File: config.mk
export PLATFORM = sky130hd
export DESIGN_NAME = rf_arbiter
export DESIGN_NICKNAME = d
export VERILOG_FILES = /design/src/rtl/rf_pkg.sv /design/src/rtl/rr_arb2.sv /design/src/rtl/rf_arbiter.sv
export SDC_FILE = /design/constraint.sdc
export NUM_CORES = 1
export LEC_CHECK = 0
export BUFFER_PORTS_ARGS = -buffer_cell sky130_fd_sc_hd__clkbuf_2
export CAP_MARGIN = 25
export CORE_AREA = 8 8 123 125
export CTS_CLUSTER_DIAMETER = 40
export DETAILED_ROUTE_END_ITERATION = 12
export DIE_AREA = 0 0 131 133
export PLACE_DENSITY = 0.76
export SLEW_MARGIN = 5
export SYNTH_ARGS = -nofsm -noshare
export SYNTH_HDL_FRONTEND = slang
export SYNTH_SLANG_ARGS = --single-unit
File: constraint.sdc
create_clock -name clock -period 1.45 [get_ports clock]
set_clock_uncertainty 0.1 [all_clocks]
set_input_delay 0.145 -clock clock [delete_from_list [all_inputs] [get_ports clock]]
set_output_delay 0.145 -clock clock [all_outputs]
set_load 0.01 [all_outputs]
File: src/rtl/rf_pkg.sv
// Shared types and default widths for the register-file arbiter.
package rf_pkg;

    localparam int unsigned REG_SIZE   = 32;
    localparam int unsigned INDEX_SIZE = 5;

    typedef enum logic [1:0] {
        IDLE  = 2'd0,
        ISSUE = 2'd1,
        WAIT  = 2'd2,
        RESP  = 2'd3
    } state_t;

    typedef struct packed {
        logic [INDEX_SIZE-1:0] addr_s;
        logic [INDEX_SIZE-1:0] addr_t;
        logic                  we;
        logic [INDEX_SIZE-1:0] waddr;
        logic [REG_SIZE-1:0]   wdata;
    } cmd_t;

endpackage

File: src/rtl/rr_arb2.sv
// Two-way round-robin grant with a last-grant register; last_grant is the index of the most recent winner.
module rr_arb2 (
    input  logic       clock,
    input  logic       reset_n,
    input  logic [1:0] req,
    input  logic       update,
    output logic       last_grant,
    output logic [1:0] gnt
);

    always_comb begin
        gnt = req;
        if (req == 2'b11) begin
            gnt = last_grant ? 2'b01 : 2'b10;
        end
    end

    // Reset value 1 makes requester 0 win the first tie.
    always_ff @(posedge clock or negedge reset_n) begin
        if (!reset_n) begin
            last_grant <= 1'b1;
        end else if (update && (req != 2'b00)) begin
            last_grant <= gnt[1];
        end
    end

endmodule

File: src/rtl/rf_arbiter.sv
// Two-requester front end for a handshaked register file (IDLE/ISSUE/WAIT/RESP).
// Optional WAIT timeout with err reporting is enabled by defining RF_ARB_TIMEOUT_EN.
module rf_arbiter
    import rf_pkg::*;
#(
    parameter int unsigned TIMEOUT_CYCLES = 16,
    parameter int unsigned REG_SIZE       = rf_pkg::REG_SIZE,
    parameter int unsigned INDEX_SIZE     = rf_pkg::INDEX_SIZE
) (
    input  logic                  clock,
    input  logic                  reset_n,
    input  logic                  req0,
    input  logic                  req1,
    input  logic [INDEX_SIZE-1:0] addr_s0,
    input  logic [INDEX_SIZE-1:0] addr_s1,
    input  logic [INDEX_SIZE-1:0] addr_t0,
    input  logic [INDEX_SIZE-1:0] addr_t1,
    input  logic                  we0,
    input  logic                  we1,
    input  logic [INDEX_SIZE-1:0] waddr0,
    input  logic [INDEX_SIZE-1:0] waddr1,
    input  logic [REG_SIZE-1:0]   wdata0,
    input  logic [REG_SIZE-1:0]   wdata1,
    output logic                  ack0,
    output logic                  ack1,
    output logic [REG_SIZE-1:0]   rd_a,
    output logic [REG_SIZE-1:0]   rd_b,
    output logic                  err,
    output logic                  rf_start,
    output logic                  rf_read_enabled,
    output logic                  rf_write_enabled,
    output logic [INDEX_SIZE-1:0] rf_read_addr_s,
    output logic [INDEX_SIZE-1:0] rf_read_addr_t,
    output logic [INDEX_SIZE-1:0] rf_write_addr,
    output logic [REG_SIZE-1:0]   rf_write_data,
    input  logic                  rf_finish,
    input  logic [REG_SIZE-1:0]   rf_outA,
    input  logic [REG_SIZE-1:0]   rf_outB
);

    state_t     state, next_state;
    cmd_t       cmd;
    logic [1:0] gnt;
    logic       last_grant;
    logic       issue_go;
    logic       finish_go;
    logic       timeout_go;
    logic       active;

    assign issue_go  = (state == IDLE) && (req0 || req1);
    assign finish_go = (state == WAIT) && rf_finish;

    // last_grant doubles as the owner of the in-flight transaction.
    rr_arb2 u_arb (
        .clock      (clock),
        .reset_n    (reset_n),
        .req        ({req1, req0}),
        .update     (issue_go),
        .last_grant (last_grant),
        .gnt        (gnt)
    );

`ifdef RF_ARB_TIMEOUT_EN
    localparam int unsigned CNT_W = $clog2(TIMEOUT_CYCLES + 1);

    logic [CNT_W-1:0] wait_cnt;
    logic             timed_out;

    // Finish wins over a timeout landing in the same cycle.
    assign timeout_go = (state == WAIT) && !rf_finish
                        && (wait_cnt == CNT_W'(TIMEOUT_CYCLES - 1));

    always_ff @(posedge clock or negedge reset_n) begin
        if (!reset_n) begin
            wait_cnt  <= '0;
            timed_out <= 1'b0;
        end else begin
            if (state == ISSUE) begin
                wait_cnt <= '0;
            end else if (state == WAIT) begin
                wait_cnt <= wait_cnt + 1'b1;
            end
            if (state == WAIT) begin
                timed_out <= timeout_go;
            end
        end
    end

    assign err = (state == RESP) && timed_out;
`else
    assign timeout_go = 1'b0;
    assign err        = 1'b0;
`endif

    always_comb begin
        next_state = state;
        unique case (state)
            IDLE:    if (req0 || req1) next_state = ISSUE;
            ISSUE:   next_state = WAIT;
            WAIT:    if (finish_go || timeout_go) next_state = RESP;
            RESP:    next_state = IDLE;
            default: next_state = IDLE;
        endcase
    end

    always_comb begin
        active           = (state == ISSUE) || (state == WAIT);
        rf_start         = (state == ISSUE);
        rf_read_enabled  = active;
        rf_write_enabled = active && cmd.we;
        rf_read_addr_s   = active ? cmd.addr_s : '0;
        rf_read_addr_t   = active ? cmd.addr_t : '0;
        rf_write_addr    = active ? cmd.waddr  : '0;
        rf_write_data    = active ? cmd.wdata  : '0;
        ack0             = (state == RESP) && !last_grant;
        ack1             = (state == RESP) && last_grant;
    end

    always_ff @(posedge clock or negedge reset_n) begin
        if (!reset_n) begin
            state <= IDLE;
            cmd   <= '0;
            rd_a  <= '0;
            rd_b  <= '0;
        end else begin
            state <= next_state;
            if (issue_go) begin
                if (gnt == 2'b10) begin
                    cmd <= '{addr_s: addr_s1, addr_t: addr_t1, we: we1, waddr: waddr1, wdata: wdata1};
                end else begin
                    cmd <= '{addr_s: addr_s0, addr_t: addr_t0, we: we0, waddr: waddr0, wdata: wdata0};
                end
            end
            if (finish_go) begin
                rd_a <= rf_outA;
                rd_b <= rf_outB;
            end else if (timeout_go) begin
                rd_a <= '0;
                rd_b <= '0;
            end
        end
    end

endmodule

==> results of run 1 <==
power breakdown:
group	internal (uW)	leakage (uW)	switching [uW]
Combinational	7000	0.00354	6050
Sequential	4890	0.00132	1190
Clock	2570	0.000269	1570
critical path: stages (launching register included):
cell,delay [ns]
dfrtp_1,0.37
inv_2,0.06
ha_4,0.32
buf_8,0.17
and2_1,0.16
clkbuf_2,0.15
sequential cells by signal, indices dropped and copies added (netlist names):
signal,cells
cmd,48
rd_a,32
rd_b,32
state,2
u_arb.last_grant,1
final timing paths:
kind                                      startpoint                           end  slack [ns]  cells past startpoint
worst max-delay path            state[1]$_DFFE_PN0P_             rf_write_data[14]       -0.44                      5
worst min-delay path                            req1  u_arb.last_grant$_DFFE_PN1P_        0.03                      3
worst max register to register  state[1]$_DFFE_PN0P_          rd_a[25]$_DFFE_PN0P_       -0.33                      7
worst min register to register   rd_a[0]$_DFFE_PN0P_           rd_a[0]$_DFFE_PN0P_        0.41                      1
max in group asynchronous                    reset_n          rd_b[16]$_DFFE_PN0P_        0.49                      3
min in group asynchronous                    reset_n          rd_b[21]$_DFFE_PN0P_        0.21                      3
layout by cell type, fill, tap and decap left out, types with 3 or more instances in the layout:
cell             n
clkbuf_2       253
and2_4          10
clkinv_2         3
nor2_2           5
buf_2           19
buf_16           7
dlygate4sd3_1  163
buf_4           15
mux2_4          63
clkinvlp_4       5
nand2_2         10
nand2_1         86
buf_6           15
ha_4             4
and2_1          39
dfrtp_1        114
clkbuf_16       20
diode_2          6
a31oi_2         20
nor2_1          43
buf_8            5
a31oi_1         29
buf_12          19
cells by family (layout without fill, tap and decap cells):
group                      Yosys count  after routing  synth area share
AOI/OAI and AO/OA                   55             56            0.0903
adders and majority gates            5              5            0.0118
buffers and inverters               36            534            0.0503
DFF                                115            115             0.541
muxes                               65             65             0.138
other                                1              7          0.000705
and+or+nand+nor                    196            197             0.168
timing repair:
item                                    4_1_cts  5_1_grt
pin swaps                                     3        1
cloned                                       13        3
gates resized for setup                      40       43
endpoints found under the setup margin      152      167
hold buffers                                163        0
hold endpoints to repair                    228        0
setup buffers                                22        2
per-layer routing:
| layer | global-route usage | wire length (um) | up-vias |
|---|---|---|---|
| met4 | 0.186 | 1340 | 0 |
| met5 | 0 | 0 | - |
| li1 | - | - | 2567 |
| met2 | 0.482 | 12900 | 395 |
| met3 | 0.0876 | 2140 | 103 |
| met1 | 0.292 | 9050 | 2881 |
stage by stage:
step / area [um^2] / power [uW] / hold WS, ns
after floorplan: 5710 / 12200 / -0.251
after global placement: 7310 / 15600 / -0.142
after detailed placement: 7310 / 15800 / -0.142
after CTS: 10200 / 22300 / 0.00704
after global routing: 10300 / 24400 / 0.0717
final: 10300 / 23300 / 0.0326
layout make-up:
type	instances	area [um^2]	area share
clock buffers	20	447	0.0434
flip-flops and latches	115	2880	0.280
inverters	3	11.3	0.00109
clock inverters	12	130	0.0127
well taps	176	220	0.0214
repair buffers	499	4000	0.389
diodes	6	15.0	0.00146
multi-input cells	324	2580	0.251
==> flow_summary.ini, run 1 <==
[pwr]
p_per_area_nw_per_um2 = 2260
ir_worst_vdd_v = 0.00126
power.leakage_uw = 0.00514

[placed_design]
place_congestion = 0.776
pre_cts_ws_ns = -0.218
place_inst = 919
dp_hpwl_um = 12500
io_buffers = 280

[synth]
syn_area_per_cell_um2 = 11.2
synth_top_cell_by_area = dfrtp_1
ys_warn_count = 0
ys_ff_latch = 115
async_reset_ff_frac = 1.00
syn_inst = 473
netlist_area_um2 = 5320
post-synth-top-area-fraction = 0.536
ys.flop_type = dfrtp_1
syn_nets = 643
synth_common_cells = 114 x dfrtp_1, 86 x nand2_1, 61 x mux2_1
ys_types = 25
yosysMostFrequentCell = dfrtp_1
synth_edf_count = 0
ys_seq_area_frac = 0.541
synth.area.top_cells = dfrtp_1 54%, mux2_1 13%, nand2_1 6.1%

[worst_setup_path]
end_kind = primary output
cp.arrival_ns = 1.65
critPathKind = flip-flop to primary output
crit_path_start_kind = flip-flop
cp.required_ns = 1.21
path_max_fanout = 13

[timing]
rsz0062_at_grt = yes
setup_viol_count_final = 166
tns_ns = -41.40
drv_slew = 0
period_minus_slack_ns = 1.89
max_freq_mhz = 529
finalHoldViolCount = 0
finalWorstSetupSlack_ns = -0.441
fin_crit_sh = 1.30

[grt]
grt_use_total = 0.283
grt_max_degree = 69
grt_overflow_total = 0
grt_pass1_vias = 6660
antenna_found_initial = 5
grt_first_pass_wirelength_um = 37200

[route]
drc = 0
drtIter0Drc = 473
first_pass_iters = 5
vias = 5946
viasPerCell = 5.15
detail-route-antenna-nets = 0
wire_per_inst_um = 22.1
routed_wl_um = 25500

[outcome]
status = finished with violations
violations = negative setup slack

[clocking]
insertion_delay_ns = 0.40
clock_path_buffers = 2
clk_pin_slew_ns = 0.05
cts_tree = yes
cts.sinks = 115
root_buffer = clkbuf_16
numCtsBuffers = 17
htreeDepth = 4

[floorplan]
fp.coreArea_um2 = 13100
initial_core_util = 0.406
die_x_um = 131
io_pins = 282
die_area_um2 = 17400
std_cell_rows = 42
fp.dieH_um = 133

[flow_run]
maxCapViolCount = 0

[layout]
nets = 1130
stdcell_count = 1155
final.fill_count = 696
final_util = 0.786
area_growth_pct = 93.4
drive_gt1_frac = 0.506

[min_path]
hold_path_class = input port to flip-flop
Note: power is estimated with default switching activity, not from simulation.
==> run 2, diff against run 1 <==
Settings changed: CORE_AREA 8 8 123 125 to 8 8 143 145, CTS_BUF_LIST from default to sky130_fd_sc_hd__clkbuf_16, DIE_AREA 0 0 131 133 to 0 0 151 153, PLACE_DENSITY 0.76 to default, SETUP_SLACK_MARGIN from default to 0.1.
==> run 2 against run 1 <==
Against the previous run:
- the flow still finishes with violations (negative setup slack)
- cell count up 4.7%
- combinational power is 17% higher
- via count shrank 7.8%
- global-route usage decreased by 9.6 points
- fmax rose by 0.78%
- sequential power is 2% higher
- worst hold slack better by 0.0059 ns
- sequential cell count unchanged
- critical path depth up 1
- register-to-register slack got worse by 0.08 ns
- utilization decreased by 18 points
- critical path type unchanged
- critical endpoint is now ack0
- largest cell class unchanged
==> flow_summary.ini, run 2 (synthesized netlist as in run 1, its figures left out) <==
[pwr]
p_per_area_nw_per_um2 = 2320
p_total_uw = 25900
power.leakage_uw = 0.00533
p_comb_frac = 0.587
power_switching_share = 0.360
power_frac_seq = 0.240
ir_worst_vdd_v = 0.00147
p_switching_uw = 9300
internal_power_uw = 16600
clkPwrFrac = 0.173

[clocking]
clock_path_buffers = 2
root_buffer = clkbuf_16
clk_pin_slew_ns = 0.06
insertion_delay_ns = 0.41
htreeDepth = 4
cts_tree = yes
numCtsBuffers = 17
cts.sinks = 115

[timing]
finalWorstSetupSlack_ns = -0.426
period_minus_slack_ns = 1.88
setup_viol_count_final = 166
max_freq_mhz = 533
fin_crit_sh = 1.29
drv_slew = 0
rsz0062_at_grt = yes
tns_ns = -52.38
finalHoldViolCount = 0

[route]
drc = 0
routed_wl_um = 22400
viasPerCell = 4.54
first_pass_iters = 4
wire_per_inst_um = 18.5
drtIter0Drc = 146
vias = 5483
detail-route-antenna-nets = 0

[layout]
final_common_cell = clkbuf_2
reg_top3 = cmd (48), rd_a (32), rd_b (32)
multiInputGateArea_um2 = 3090
area_growth_pct = 109
layout_common_cells = 228 x clkbuf_2, 163 x dlygate4sd3_1, 114 x dfrtp_1
nets = 1130
largest_reg_flops = 48
drive_gt1_frac = 0.573
stdcell_count = 1209
final.fill_count = 1327
ff_latch_area_um2 = 2880
regMostFlops = cmd

[placed_design]
pre_cts_ws_ns = -0.105
place_inst = 982
io_buffers = 280
dp_hpwl_um = 12600
place_congestion = 0.756

[flow_run]
maxCapViolCount = 0

[min_path]
hold_path_class = input port to asynchronous set/reset pin

[worst_setup_path]
cp-endpoint = ack0
reg2reg_depth = 8
r2r-start = state[1]$_DFFE_PN0P_
cp.arrival_ns = 1.63
cp.required_ns = 1.21
worstReg2RegEnd = rd_b[18]$_DFFE_PN0P_
end_kind = primary output
path_max_fanout = 2
critPathKind = flip-flop to primary output
crit_path_start_kind = flip-flop
critPathLaunch = state[1]$_DFFE_PN0P_
rrSetupSlack_ns = -0.41

[grt]
grt_pass1_vias = 6199
grt_overflow_total = 0
antenna_found_initial = 3
grt_first_pass_wirelength_um = 34100
grt_max_degree = 62
grt_use_total = 0.187

[floorplan]
io_pins = 282
die_area_um2 = 23100
fp.coreArea_um2 = 18300
fp.dieH_um = 153
std_cell_rows = 50
die_x_um = 151
initial_core_util = 0.291

[outcome]
violations = negative setup slack
status = finished with violations
==> run 2: per-layer routing <==
layer | track usage | vias to the layer above | part of all wire
met1 | 0.206 | 2628 | 0.39
li1 | - | 2575 | -
met5 | 0 | - | 0
met2 | 0.324 | 236 | 0.51
met4 | 0.0698 | 0 | 0.024
met3 | 0.0629 | 44 | 0.085
==> run 2: final cells by class <==
class / count / area share
antenna: 3 / 0.000674
clock buffer: 17 / 0.0382
clock inverter: 14 / 0.0183
inverter: 3 / 0.00101
multi-input combinational: 324 / 0.277
sequential: 115 / 0.259
tap: 234 / 0.0263
timing repair buffer: 499 / 0.379
==> run 2: worst max-delay path, cell delays in order (launching register included) <==
cell and delay, ns:
dfrtp_1 0.40, buf_4 0.14, buf_6 0.11, buf_4 0.13, ha_4 0.15, and2b_1 0.17, buf_6 0.13
==> run 2: repair_timing <==
action                                  4_1_cts  5_1_grt
hold buffers                                163        0
pin swaps                                     6        9
gates cloned                                 14        0
gates resized for setup                     137      112
hold endpoints to repair                    227        0
endpoints found under the setup margin      166      167
setup buffers                                19        7
==> run 2: power groups by stage <==
stage	Clock, uW	Sequential [uW]	Combinational, uW
after floorplan	0	6110	6520
after CTS	4570	6100	14100
final	4480	6210	15200
after global routing	4740	6400	16100
after detailed placement	0	5880	10700
after global placement	0	5840	10600
==> run 2: through the flow <==
stage / cell area [um^2] / hold slack, ns / utilization
floorplan: 5780 / -0.251 / -
global placement: 7510 / -0.0894 / 0.411
detailed placement: 7510 / -0.0896 / 0.411
CTS: 10900 / 0.00541 / 0.598
global route: 11100 / 0.0200 / 0.609
finish: 11100 / 0.0385 / 0.609
==> run 2: worst min path at each step <==
| stage | startpoint | slack, ns | end |
|---|---|---|---|
| floorplan | reset_n | -0.25 | cmd[0]$_DFFE_PN0P_ |
| global route | reset_n | 0.02 | rd_a[31]$_DFFE_PN0P_ |
| CTS | reset_n | 0.005 | rd_a[31]$_DFFE_PN0P_ |
| global placement | reset_n | -0.09 | rd_a[18]$_DFFE_PN0P_ |
| detailed placement | reset_n | -0.09 | rd_a[19]$_DFFE_PN0P_ |
| finish | reset_n | 0.04 | rd_a[5]$_DFFE_PN0P_ |
